### src/rtl/password_access_ctrl_if.sv
// Interface for password_access_ctrl: the command pulses and data from the
// digit-entry front end, plus the status outputs that go to the phase FSM and display.
interface password_access_ctrl_if;
    logic        set_pw;
    logic [13:0] new_password;
    logic        submit;
    logic [13:0] guess;
    logic        logout;
    logic [2:0]  state;
    logic        unlocked;
    logic        denied;
    logic        locked;
    logic [2:0]  attempts_left;
    logic [7:0]  lockout_remaining;
    logic        pw_valid;

    // Front end and phase FSM side
    modport master (
        output set_pw, new_password, submit, guess, logout,
        input  state, unlocked, denied, locked, attempts_left, lockout_remaining, pw_valid
    );

    // Access controller side
    modport slave (
        input  set_pw, new_password, submit, guess, logout,
        output state, unlocked, denied, locked, attempts_left, lockout_remaining, pw_valid
    );
endinterface

### src/rtl/password_access_ctrl.sv
// Password access controller: holds the master password, checks 4-digit
// guesses, counts failed attempts and enforces a timed lockout.
module password_access_ctrl #(
    parameter int unsigned MAX_ATTEMPTS  = 3,
    parameter int unsigned LOCKOUT_SEC   = 10,
    parameter int unsigned TICKS_PER_SEC = 100000000,
    parameter int unsigned DEFAULT_PW    = 0
) (
    input  logic                  basys_clk,
    input  logic                  reset,
    password_access_ctrl_if.slave bus
);

    localparam int unsigned PRESC_W = (TICKS_PER_SEC > 1) ? $clog2(TICKS_PER_SEC) : 1;
    localparam logic [13:0] PW_MAX  = 14'd9999;
    localparam logic [PRESC_W-1:0] PRESC_LAST = PRESC_W'(TICKS_PER_SEC - 1);

    typedef enum logic [2:0] {
        IDLE    = 3'd0,
        CHECK   = 3'd1,
        GRANTED = 3'd2,
        LOCKOUT = 3'd3
    } state_t;

    state_t              state_q, state_d;
    logic [13:0]         master_q, master_d;
    logic [13:0]         guess_q, guess_d;
    logic                pw_valid_q, pw_valid_d;
    logic [2:0]          attempts_q, attempts_d;
    logic [7:0]          lockout_q, lockout_d;
    logic [PRESC_W-1:0]  presc_q, presc_d;
    logic                unlocked_q, unlocked_d;
    logic                denied_q, denied_d;
    logic                locked_q, locked_d;

    // Next-state and next-output computation for the access FSM
    always_comb begin
        state_d    = state_q;
        master_d   = master_q;
        guess_d    = guess_q;
        pw_valid_d = pw_valid_q;
        attempts_d = attempts_q;
        lockout_d  = lockout_q;
        presc_d    = '0;
        denied_d   = 1'b0;

        case (state_q)
            IDLE: begin
                // set_pw has priority: a coincident submit is dropped even if
                // the set itself is refused because a password already exists.
                if (bus.set_pw) begin
                    if (!pw_valid_q && bus.new_password <= PW_MAX) begin
                        master_d   = bus.new_password;
                        pw_valid_d = 1'b1;
                    end
                end else if (bus.submit && pw_valid_q) begin
                    guess_d = bus.guess;
                    state_d = CHECK;
                end
            end
            CHECK: begin
                if (guess_q <= PW_MAX && guess_q == master_q) begin
                    state_d    = GRANTED;
                    attempts_d = 3'(MAX_ATTEMPTS);
                end else begin
                    denied_d = 1'b1;
                    if (attempts_q <= 3'd1) begin
                        attempts_d = '0;
                        state_d    = LOCKOUT;
                        lockout_d  = 8'(LOCKOUT_SEC);
                    end else begin
                        attempts_d = attempts_q - 3'd1;
                        state_d    = IDLE;
                    end
                end
            end
            GRANTED: begin
                if (bus.set_pw && bus.new_password <= PW_MAX) begin
                    master_d = bus.new_password;
                end
                if (bus.logout) begin
                    state_d = IDLE;
                end
            end
            LOCKOUT: begin
                if (presc_q == PRESC_LAST) begin
                    if (lockout_q <= 8'd1) begin
                        lockout_d  = '0;
                        attempts_d = 3'(MAX_ATTEMPTS);
                        state_d    = IDLE;
                    end else begin
                        lockout_d = lockout_q - 8'd1;
                    end
                end else begin
                    presc_d = presc_q + PRESC_W'(1);
                end
            end
            default: begin
                state_d = IDLE;
            end
        endcase

        unlocked_d = (state_d == GRANTED);
        locked_d   = (state_d == LOCKOUT);
    end

    // State and registered outputs, asynchronously reset
    always_ff @(posedge basys_clk or posedge reset) begin
        if (reset) begin
            state_q    <= IDLE;
            master_q   <= 14'(DEFAULT_PW);
            guess_q    <= '0;
            pw_valid_q <= 1'b0;
            attempts_q <= 3'(MAX_ATTEMPTS);
            lockout_q  <= '0;
            presc_q    <= '0;
            unlocked_q <= 1'b0;
            denied_q   <= 1'b0;
            locked_q   <= 1'b0;
        end else begin
            state_q    <= state_d;
            master_q   <= master_d;
            guess_q    <= guess_d;
            pw_valid_q <= pw_valid_d;
            attempts_q <= attempts_d;
            lockout_q  <= lockout_d;
            presc_q    <= presc_d;
            unlocked_q <= unlocked_d;
            denied_q   <= denied_d;
            locked_q   <= locked_d;
        end
    end

    assign bus.state             = state_q;
    assign bus.unlocked          = unlocked_q;
    assign bus.denied            = denied_q;
    assign bus.locked            = locked_q;
    assign bus.attempts_left     = attempts_q;
    assign bus.lockout_remaining = lockout_q;
    assign bus.pw_valid          = pw_valid_q;

endmodule

### src/flat_wrapper.sv
// flat-port wrapper written by rule: the top's interface ports become plain ports
module password_access_ctrl_flat 
#(
    parameter int unsigned MAX_ATTEMPTS  = 3,
    parameter int unsigned LOCKOUT_SEC   = 10,
    parameter int unsigned TICKS_PER_SEC = 100000000,
    parameter int unsigned DEFAULT_PW    = 0
)
  (basys_clk, reset, bus_set_pw, bus_new_password, bus_submit, bus_guess, bus_logout, bus_state, bus_unlocked, bus_denied, bus_locked, bus_attempts_left, bus_lockout_remaining, bus_pw_valid);
  password_access_ctrl_if bus_i ();
  input  logic basys_clk;
  input  logic reset;
  input wire logic [$bits(bus_i.set_pw)-1:0] bus_set_pw;
  input wire logic [$bits(bus_i.new_password)-1:0] bus_new_password;
  input wire logic [$bits(bus_i.submit)-1:0] bus_submit;
  input wire logic [$bits(bus_i.guess)-1:0] bus_guess;
  input wire logic [$bits(bus_i.logout)-1:0] bus_logout;
  output wire logic [$bits(bus_i.state)-1:0] bus_state;
  output wire logic [$bits(bus_i.unlocked)-1:0] bus_unlocked;
  output wire logic [$bits(bus_i.denied)-1:0] bus_denied;
  output wire logic [$bits(bus_i.locked)-1:0] bus_locked;
  output wire logic [$bits(bus_i.attempts_left)-1:0] bus_attempts_left;
  output wire logic [$bits(bus_i.lockout_remaining)-1:0] bus_lockout_remaining;
  output wire logic [$bits(bus_i.pw_valid)-1:0] bus_pw_valid;
  assign bus_i.set_pw = bus_set_pw;
  assign bus_i.new_password = bus_new_password;
  assign bus_i.submit = bus_submit;
  assign bus_i.guess = bus_guess;
  assign bus_i.logout = bus_logout;
  assign bus_state = bus_i.state;
  assign bus_unlocked = bus_i.unlocked;
  assign bus_denied = bus_i.denied;
  assign bus_locked = bus_i.locked;
  assign bus_attempts_left = bus_i.attempts_left;
  assign bus_lockout_remaining = bus_i.lockout_remaining;
  assign bus_pw_valid = bus_i.pw_valid;
  password_access_ctrl #(.MAX_ATTEMPTS(MAX_ATTEMPTS), .LOCKOUT_SEC(LOCKOUT_SEC), .TICKS_PER_SEC(TICKS_PER_SEC), .DEFAULT_PW(DEFAULT_PW)) u_core (.basys_clk(basys_clk), .reset(reset), .bus(bus_i));
endmodule
### config.mk
export PLATFORM = sky130hd
export DESIGN_NAME = password_access_ctrl_flat
export DESIGN_NICKNAME = d
export VERILOG_FILES = /design/src/rtl/password_access_ctrl_if.sv /design/src/rtl/password_access_ctrl.sv /design/src/flat_wrapper.sv
export SDC_FILE = /design/constraint.sdc
export NUM_CORES = 1
export LEC_CHECK = 0
export ABC_AREA = 1
export CORE_ASPECT_RATIO = 1.75
export CORE_UTILIZATION = 60
export CTS_CLUSTER_DIAMETER = 150
export DETAILED_ROUTE_END_ITERATION = 16
export PLACE_DENSITY_LB_ADDON = 0.05
export SYNTH_ARGS = -nofsm -noshare
export SYNTH_HDL_FRONTEND = slang
export SYNTH_SLANG_ARGS = --single-unit
### constraint.sdc
create_clock -name basys_clk -period 5.5 [get_ports basys_clk]
set_input_delay 1.375 -clock basys_clk [delete_from_list [all_inputs] [get_ports basys_clk]]
set_output_delay 1.375 -clock basys_clk [all_outputs]
set_load 0.03 [all_outputs]
==> results of run 1 <==
layout make-up:
class                      count  share of cell area
clock inverter                 3             0.00306
clock buffer                  13              0.0530
sequential                    73               0.372
timing repair buffer          51               0.103
tap                           82              0.0209
inverter                      85              0.0655
multi-input combinational    387               0.382
synthesized netlist by cell type, types with 5 or more instances:
cell	n	area (um^2)
nand2_1	153	574
inv_1	80	300
nor2_1	75	282
dfrtp_1	71	1780
o21ai_0	36	180
nand3_1	34	170
nor3_1	16	80.1
xor2_1	11	96.3
nand4_1	10	62.6
a21oi_1	9	45.0
nand2_2	8	50.1
xnor2_1	6	52.6
ha_1	5	62.6
nor2_4	5	56.3
cells in the final DEF (no fill, tap or decap), types with 3 or more instances in the layout:
| master | synthesis | routed |
|---|---|---|
| clkdlybuf4s50_1 | 0 | 50 |
| nor2_2 | 4 | 4 |
| dfrtp_1 | 71 | 71 |
| inv_1 | 80 | 79 |
| ha_1 | 5 | 5 |
| xor2_1 | 11 | 11 |
| nand2_1 | 153 | 153 |
| nand4_1 | 10 | 10 |
| inv_2 | 4 | 5 |
| clkbuf_16 | 0 | 9 |
| nor3_1 | 16 | 16 |
| nor2_1 | 75 | 75 |
| a21oi_1 | 9 | 9 |
| nand3_1 | 34 | 34 |
| nand2_2 | 8 | 8 |
| clkinv_2 | 0 | 3 |
| nor2_4 | 5 | 5 |
| o21ai_0 | 36 | 36 |
| xnor2_1 | 6 | 6 |
flip-flops by register name, summed over array words and instances, names as in the netlist:
signal and count:
u_core.bus.pw_valid 1, u_core.master_q 14, u_core.bus.unlocked 1, u_core.guess_q 14, u_core.bus.locked 1, u_core.bus.attempts_left 3, u_core.bus.denied 1, u_core.bus.lockout_remaining 8
u_core.presc_q 27, u_core.bus.state 3
worst max-delay path by stage:
stage / to / slack (ns) / cells after the start
floorplan: u_core.bus.attempts_left[2] / 2.28 / 1
global placement: u_core.master_q[0] / 2.49 / 10
detailed placement: u_core.master_q[13] / 2.37 / 10
CTS: bus_attempts_left[0] / 2.56 / 1
global route: u_core.master_q[3] / 2.51 / 10
finish: bus_attempts_left[0] / 2.58 / 1
kinds of logic (layout without fill, tap and decap cells):
group	count (synthesis)	in the layout	share of synthesized area
and+or+nand+nor	314	314	0.345
buffers and inverters	92	152	0.0867
DFF	73	73	0.451
AOI/OAI and AO/OA	50	50	0.0639
xor gates and xnor gates	17	17	0.0367
adders and majority gates	5	5	0.0154
other	1	1	0.000925
stage by stage:
stage | instance area (um^2) | cells | total power, mW
4_1_cts | 4910 | 694 | 1.86
6_report | 4910 | 694 | 1.85
3_3_place_gp | 4640 | 678 | 1.28
2_1_floorplan | 4060 | 552 | 1.14
5_1_grt | 4910 | 694 | 1.97
3_5_place_dp | 4640 | 678 | 1.31
report_power, final:
group | total, mW | switching (mW) | internal [mW]
Clock | 0.545 | 0.218 | 0.328
Combinational | 0.555 | 0.326 | 0.229
Sequential | 0.750 | 0.0927 | 0.657
per-layer routing:
layer,vias to the layer above,track usage,share of wire
met3,18,0.0535,0.026
li1,1822,-,-
met5,-,0,0
met1,1681,0.318,0.38
met4,0,0.145,0.022
met2,65,0.525,0.57
worst register-to-register path, cell delays in order (launching register included):
cell     delay (ns)
dfrtp_1        0.39
ha_1           0.20
nand2_2        0.09
nor2_4         0.13
nand2_2        0.10
nor2_2         0.12
nand2_2        0.07
nand2_4        0.18
inv_4          0.12
nor2_8         0.18
nand2_4        0.11
nand2_1        0.09
nand2_1        0.05
==> reports/metrics.cfg, run 1 <==
[setup_path]
rrSetupSlack_ns = 3.57
reg2reg_from = u_core.presc_q[0]
critPathRequiredTime_ns = 4.12
r2r-end = u_core.bus.lockout_remaining[5]
r2r.worst_path.cells = 12
cp_cell_sequence = clkdlybuf4s50_1
path_delay_family = buffers and inverters
arrival_ns = 1.55
critPathCaptureType = primary output
criticalPathCategory = reg -> out
worstSetupStartpoint = u_core.bus.attempts_left[0]
slowest_delay_ns = 0.67
slowest_stage = clkdlybuf4s50_1
path_max_fanout = 4
path_buf_inv = 1
startpoint_type = flop

[pwr]
power_leakage_nw = 2.34
ir_worst_vdd_mv = 0.323
power.density_nw_per_um2 = 377

[timing]
holdWs_ns = 0.495
skew_ns = 0.00644
relSlewSlack = 0.500
fin_crit_sh = 0.532
final-hold-violation-count = 0
fin_ws_ns = 2.58
fmax_ghz = 0.342
min_period_ns = 2.92
tightestPinTransition_ns = 0.748
setup_violations = 0
fin_setup_tns_ns = 0
rsz0062_at_grt = no
final_max_slew_viol_count = 0

[placed_design]
dp_hpwl_um = 6540
portBuffers = 50
place.gp.congestion = 0.953
place_ws_ns = 2.37

[final_layout]
filler_cell_count = 509
multi_input_area_um2 = 1870
nNetsFinal = 645
synthToLayoutAreaGrowth_pct = 21.1
antenna_cells = 0
final_core_util = 0.751
layout-drive-gt1-share = 0.0752
seq_area_um2 = 1830

[routing]
viasPerCell = 5.17
wl_um = 8980
wl_per_cell_um = 12.9
drc = 0
route.vias.total = 3586
dr.pass1.iters = 4
first_iter_violations = 237
ant_nets = 0

[logic_synthesis]
syn_avg_cell_area_um2 = 7.35
synth_area_um2 = 4060
yosys_warnings = 0
syn_nets = 590
ys_ff_latch = 73
ys_types = 34
netlist_instances = 552
ys.flop_type = dfrtp_1
synth_edf_count = 0
seq_area_frac_synth = 0.451
synthArstFlopShare = 1.00

[hold_path]
min_from = u_core.presc_q[0]
min_path_type = reg -> reg
min_path_cells = 1
min_to = u_core.presc_q[0]

[clock_tree]
cts_max_level = 3
numClockSinks = 73
cts_setup_buffers = 0
numCtsBuffers = 9
cts_root_buf = clkbuf_16
cts.path.max_buffers = 2
insertion_delay_ns = 0.34
holdBufCountCts = 0
cts_tree = yes
cts.clk_slew.worst_paths_ns = 0.05
ctsResizeCount = 0

[die]
coreArea_um2 = 6540
dieWidth_um = 64.1
die_h_um = 111
dieArea_um2 = 7100
io_pins = 51
rows = 39
start_util = 0.620

[global_route]
grt_use_total = 0.291
first_global_vias = 3643
grt_pass1_wl_um = 15900
grt-ovfl-total = 0
antenna_found_initial = 0
grt_max_degree = 38

[job]
drv_cap = 0

[outcome]
status = completed

Note: power is estimated with default switching activity, not from simulation.
==> inputs of run 2 (changes only) <==
--- a/config.mk
+++ b/config.mk
@@ -7,7 +7,7 @@
 export LEC_CHECK = 0
 export ABC_AREA = 1
 export CORE_ASPECT_RATIO = 1.75
-export CORE_UTILIZATION = 60
+export CORE_UTILIZATION = 56
 export CTS_CLUSTER_DIAMETER = 150
 export DETAILED_ROUTE_END_ITERATION = 16
 export PLACE_DENSITY_LB_ADDON = 0.05
==> constraint.sdc (replaced) <==
create_clock -name basys_clk -period 3 [get_ports basys_clk]
set_input_delay 0.75 -clock basys_clk [delete_from_list [all_inputs] [get_ports basys_clk]]
set_output_delay 0.75 -clock basys_clk [all_outputs]
set_load 0.03 [all_outputs]
==> run 2 against run 1 <==
Against the previous run: cell count grew 0.29%; clock power grew 89%; register-to-register slack lost 2.5 ns; cell area grew 0.54%; critical endpoint unchanged.
==> reports/metrics.cfg, run 2 (synthesis results as in run 1) <==
[global_route]
grtUsageMet1 = 0.282  ; -0.0354
grt_pass1_wl_um = 15400  ; -3.0%
grt_max_degree = 74  ; +95%
use_met2 = 0.497  ; -0.0282
first_global_vias = 3636  ; -0.19%
antenna_found_initial = 0  ; unchanged
grt_use_total = 0.270  ; -0.0212
gr-max-usage-layer = met2
gr-usage-met3 = 0.0448  ; -0.00868
grt-ovfl-total = 0  ; unchanged

[timing]
rsz0062_at_grt = no
fin_crit_sh = 0.773
fin_ws_ns = 0.680  ; -1.90 ns
setup_violations = 0  ; unchanged
skew_ns = 0.00698  ; +0.000537 ns
min_period_ns = 2.32
tightestPinTransition_ns = 0.710  ; -0.0378 ns
final-hold-violation-count = 0  ; unchanged
fin_setup_tns_ns = 0  ; unchanged
relSlewSlack = 0.526  ; +0.0254
fmax_ghz = 0.431
holdWs_ns = 0.504  ; +0.00871 ns
final_max_slew_viol_count = 0  ; unchanged

[placed_design]
place.gp.congestion = 0.930  ; -2.4%
place_ws_ns = 0.391  ; -1.98 ns
post_dp_cell_area_um2 = 4650  ; +0.32%
dp_hpwl_um = 6510  ; -0.47%
place_inst = 680  ; +0.29%
portBuffers = 50  ; unchanged

[final_layout]
layout-drive-gt1-share = 0.0752  ; unchanged
final_area_um2 = 4940  ; +0.54%
synthToLayoutAreaGrowth_pct = 21.8
stdcell_count = 696  ; +0.29%
top_register = u_core.presc_q
largest_reg_flops = 27  ; unchanged
mostFrequentLayoutCells = nand2_1 (153), inv_1 (79), nor2_1 (75)
filler_cell_count = 596  ; +17%
final_core_util = 0.710  ; -0.0413
nNetsFinal = 645  ; unchanged
final_common_cell = nand2_1
top_regs = u_core.presc_q: 27 flops, u_core.guess_q: 14 flops, u_core.master_q: 14 flops
antenna_cells = 0  ; unchanged

[hold_path]
min_path_type = reg -> reg

[setup_path]
criticalPathCategory = reg -> out
slowest_stage = clkdlybuf4s50_1
critPathCaptureType = primary output
path_buf_inv = 1  ; unchanged
startpoint_type = flop
path_max_fanout = 4  ; unchanged
critPathRequiredTime_ns = 2.25  ; -1.87 ns
path_delay_family = buffers and inverters
slowest_delay_ns = 0.68  ; about the same
cp_cell_sequence = clkdlybuf4s50_1
arrival_ns = 1.57  ; +0.02 ns

[clock_tree]
cts_setup_buffers = 0  ; unchanged
ctsResizeCount = 0  ; unchanged
holdBufCountCts = 0  ; unchanged
cts_max_level = 3  ; unchanged
cts_root_buf = clkbuf_16
cts.clk_slew.worst_paths_ns = 0.05  ; about the same
insertion_delay_ns = 0.34  ; about the same
numCtsBuffers = 9  ; unchanged
cts_tree = yes
numClockSinks = 73  ; unchanged
cts.path.max_buffers = 2  ; unchanged

[routing]
ant_nets = 0  ; unchanged
viasPerCell = 5.19  ; +0.44%
route.vias.total = 3612  ; +0.73%
first_iter_violations = 313  ; +32%
dr.pass1.iters = 4  ; unchanged
wl_um = 9000  ; +0.19%
wl_per_cell_um = 12.9  ; about the same
drc = 0  ; unchanged

[die]
start_util = 0.583  ; -0.0373
rows = 40  ; +2.6%
dieWidth_um = 66.3  ; +3.4%
die_h_um = 115  ; +3.4%
io_pins = 51  ; unchanged
coreArea_um2 = 6960  ; +6.4%
dieArea_um2 = 7600  ; +7.0%

[pwr]
ir_worst_vdd_mv = 0.502  ; +55%
power_leakage_nw = 2.35  ; +0.18%
power.density_nw_per_um2 = 694  ; +84%
p_total_mw = 3.43  ; +85%

[job]
drv_cap = 0  ; unchanged

[outcome]
status = completed

==> run 2: cell types whose count changed in the layout (fill, tap and decap cells not counted), sizes merged <==
cell and change:
clkbuf +1, clkinv -2, clkinvlp +1
==> run 2: layout make-up <==
class	count	area, um^2	area share
Tap cell	84	105	0.0213
Clock buffer	14	274	0.0555
Multi-Input combinational cell	387	1870	0.380
Sequential cell	73	1830	0.371
Timing Repair Buffer	51	520	0.105
Inverter	85	322	0.0651
Clock inverter	2	12.5	0.00253
==> run 2: worst register-to-register path, stage by stage, from the launching register on <==
cell,delay (ns)
dfrtp_1,0.40
ha_1,0.20
nand2_2,0.09
nor2_4,0.13
nand2_2,0.09
nor2_2,0.12
nand2_2,0.07
nand2_4,0.18
inv_4,0.13
nor2_8,0.18
nand2_4,0.11
nand2_1,0.09
nand2_1,0.05
==> run 2: power breakdown <==
part           total (mW)  switching [mW]  internal [mW]
clock network        1.03           0.401          0.627
logic                1.03           0.604          0.422
registers            1.37           0.169           1.21
==> run 2: routing by layer <==
metal | up-vias | wire length, um
met5 | - | 0
met4 | 0 | 264
met3 | 22 | 249
met2 | 66 | 5040
met1 | 1695 | 3450
li1 | 1829 | -
==> run 2: final timing paths <==
| check | startpoint | to | slack (ns) | depth (start not counted) |
|---|---|---|---|---|
| worst max register to register | u_core.presc_q[0] | u_core.bus.lockout_remaining[0] | 1.05 | 12 |
| min in group asynchronous | reset | u_core.guess_q[5] | 0.82 | 3 |
| worst max-delay path | u_core.bus.attempts_left[0] | bus_attempts_left[0] | 0.68 | 1 |
| worst min-delay path | u_core.presc_q[0] | u_core.presc_q[0] | 0.50 | 1 |
| worst min register to register | u_core.presc_q[0] | u_core.presc_q[0] | 0.50 | 1 |
| max in group asynchronous | reset | u_core.bus.attempts_left[0] | 1.83 | 3 |
==> inputs of run 3 (changes only) <==
--- a/config.mk
+++ b/config.mk
@@ -7,7 +7,7 @@
 export LEC_CHECK = 0
 export ABC_AREA = 1
 export CORE_ASPECT_RATIO = 1.75
-export CORE_UTILIZATION = 56
+export CORE_UTILIZATION = 50
 export CTS_CLUSTER_DIAMETER = 150
 export DETAILED_ROUTE_END_ITERATION = 16
 export PLACE_DENSITY_LB_ADDON = 0.05
==> constraint.sdc (replaced) <==
create_clock -name basys_clk -period 1.98 [get_ports basys_clk]
set_input_delay 0.495 -clock basys_clk [delete_from_list [all_inputs] [get_ports basys_clk]]
set_output_delay 0.495 -clock basys_clk [all_outputs]
set_load 0.03 [all_outputs]
==> run 3 against run 2 <==
Against the previous run: hold slack hardly changed; total power is 51% higher; first-iteration DRC count is 31% lower; die area is 12% higher; clock skew is 0.0022 ns lower; global-route usage is 3.6 points lower; critical path depth stayed put; worst setup slack worse by 0.64 ns; sequential share of layout area is 0.96 points lower; non-clock buffer count is 9 higher; combinational power is 52% higher; critical path type unchanged.
==> reports/metrics.cfg, run 3 (synthesis results as in run 1) <==
[die]
rows = 43  ; +7.5%
start_util = 0.513  ; -0.0702
coreArea_um2 = 7910  ; +14%
io_pins = 51  ; unchanged
dieArea_um2 = 8490  ; +12%
die_h_um = 121  ; +5.7%
dieWidth_um = 70.1  ; +5.7%

[setup_path]
path_buf_inv = 1  ; unchanged
slowest_stage = clkdlybuf4s50_1
cp_cell_sequence = clkdlybuf4s50_1
critPathCaptureType = primary output
path_delay_family = buffers and inverters
critPathRequiredTime_ns = 1.48  ; -0.77 ns
slowest_delay_ns = 0.69  ; about the same
criticalPathCategory = reg -> out
startpoint_type = flop
path_max_fanout = 5  ; +1
arrival_ns = 1.45  ; -0.12 ns

[final_layout]
nNetsFinal = 654  ; +1.4%
stdcell_count = 710  ; +2.0%
top_register = u_core.presc_q
final_common_cell = nand2_1
final_core_util = 0.641  ; -0.0688
mostFrequentLayoutCells = nand2_1 (153), inv_1 (79), nor2_1 (72)
antenna_cells = 0  ; unchanged
layout-drive-gt1-share = 0.0968  ; +0.0216
synthToLayoutAreaGrowth_pct = 25.0
final_area_um2 = 5070  ; +2.7%
largest_reg_flops = 27  ; unchanged
top_regs = u_core.presc_q: 27 flops, u_core.guess_q: 14 flops, u_core.master_q: 14 flops
filler_cell_count = 752  ; +26%

[clock_tree]
insertion_delay_ns = 0.33  ; about the same
numClockSinks = 73  ; unchanged
cts_max_level = 3  ; unchanged
cts_tree = yes
holdBufCountCts = 0  ; unchanged
numCtsBuffers = 9  ; unchanged
cts.path.max_buffers = 2  ; unchanged
cts_root_buf = clkbuf_16
cts.clk_slew.worst_paths_ns = 0.06  ; about the same
cts_setup_buffers = 0  ; unchanged

[placed_design]
place_inst = 695  ; +2.2%
post_dp_cell_area_um2 = 4770  ; +2.5%
place.gp.congestion = 0.892  ; -4.1%
dp_hpwl_um = 6740  ; +3.6%
portBuffers = 50  ; unchanged

[routing]
first_iter_violations = 216  ; -31%
viasPerCell = 5.15  ; -0.80%
wl_per_cell_um = 12.6  ; -2.7%
ant_nets = 0  ; unchanged
dr.pass1.iters = 4  ; unchanged
wl_um = 8930  ; -0.74%
route.vias.total = 3655  ; +1.2%
drc = 0  ; unchanged

[global_route]
grt_max_degree = 31  ; -58%
antenna_found_initial = 0  ; unchanged
grt-ovfl-total = 0  ; unchanged
grt_pass1_wl_um = 15500  ; +0.67%
grt_use_total = 0.235  ; -0.0355
first_global_vias = 3530  ; -2.9%

[pwr]
p_comb_frac = 0.304  ; +0.005
internal-power_mw = 3.42  ; +52%
power_frac_seq = 0.402  ; about the same
p_switching_mw = 1.74  ; +48%
power.share.switching = 0.338  ; -0.00489
power_leakage_nw = 2.50  ; +6.5%
ir_worst_vdd_mv = 0.618  ; +23%
power.density_nw_per_um2 = 1020  ; +47%
clkPwrFrac = 0.294  ; -0.006

[hold_path]
min_path_type = reg -> reg

[timing]
min_period_ns = 1.94
final-hold-violation-count = 0  ; unchanged
relSlewSlack = 0.629  ; +0.103
rsz0062_at_grt = no
tightestPinTransition_ns = 0.556  ; -0.154 ns
fmax_ghz = 0.515
fin_crit_sh = 0.981
fin_setup_tns_ns = 0  ; unchanged
holdWs_ns = 0.504  ; +0.000212 ns
setup_violations = 0  ; unchanged
final_max_slew_viol_count = 0  ; unchanged
skew_ns = 0.00481  ; -0.00217 ns

[job]
drv_cap = 0  ; unchanged

[outcome]
status = completed

-- run 3: path summary, 6_finish.rpt --
check / startpoint / end / slack [ns] / cells past startpoint
hold / removal: u_core.master_q[0] / u_core.master_q[0] / 0.50 / 2
hold reg to reg: u_core.master_q[0] / u_core.master_q[0] / 0.50 / 2
setup reg to reg: u_core.bus.attempts_left[0] / u_core.bus.lockout_remaining[2] / 0.24 / 8
min in group asynchronous: reset / u_core.presc_q[14] / 0.52 / 2
setup / recovery: u_core.bus.state[0] / bus_state[0] / 0.04 / 1
max in group asynchronous: reset / u_core.bus.attempts_left[1] / 0.91 / 3
-- run 3: area by class of cell --
| type | count | area [um^2] | area share |
|---|---|---|---|
| tap | 90 | 113 | 0.0222 |
| timing repair buffer | 60 | 634 | 0.125 |
| sequential | 73 | 1830 | 0.361 |
| inverter | 85 | 325 | 0.0642 |
| clock buffer | 12 | 267 | 0.0526 |
| clock inverter | 3 | 15.0 | 0.00296 |
| multi-input combinational | 387 | 1890 | 0.372 |
-- run 3: metal layers --
| layer | GRT usage | share of wire | vias up | routed length [um] |
|---|---|---|---|---|
| met5 | 0 | 0 | - | 0 |
| met2 | 0.441 | 0.55 | 75 | 4940 |
| met3 | 0.0523 | 0.032 | 12 | 287 |
| li1 | - | - | 1848 | - |
| met4 | 0.0938 | 0.019 | 0 | 174 |
| met1 | 0.248 | 0.40 | 1720 | 3530 |
-- run 3: what timing repair did --
item | 4_1_cts | 5_1_grt
pin swaps | 0 | 0
endpoints found under the setup margin | 3 | 15
resized for setup | 3 | 9
-- run 3: per-stage QoR --
step	setup slack (ns)	power, mW
2_1_floorplan	0.158	3.17
3_3_place_gp	-0.0146	3.62
3_5_place_dp	-0.0834	3.67
4_1_cts	0.0143	5.20
5_1_grt	0.000199	5.53
6_report	0.0381	5.16
-- run 3: power groups by stage --
stage	registers, mW	clock network [mW]	logic, mW
3_5_place_dp	2.10	0	1.57
6_report	2.08	1.52	1.57
2_1_floorplan	2.18	0	0.996
3_3_place_gp	2.09	0	1.53
5_1_grt	2.12	1.61	1.81
4_1_cts	2.08	1.55	1.58
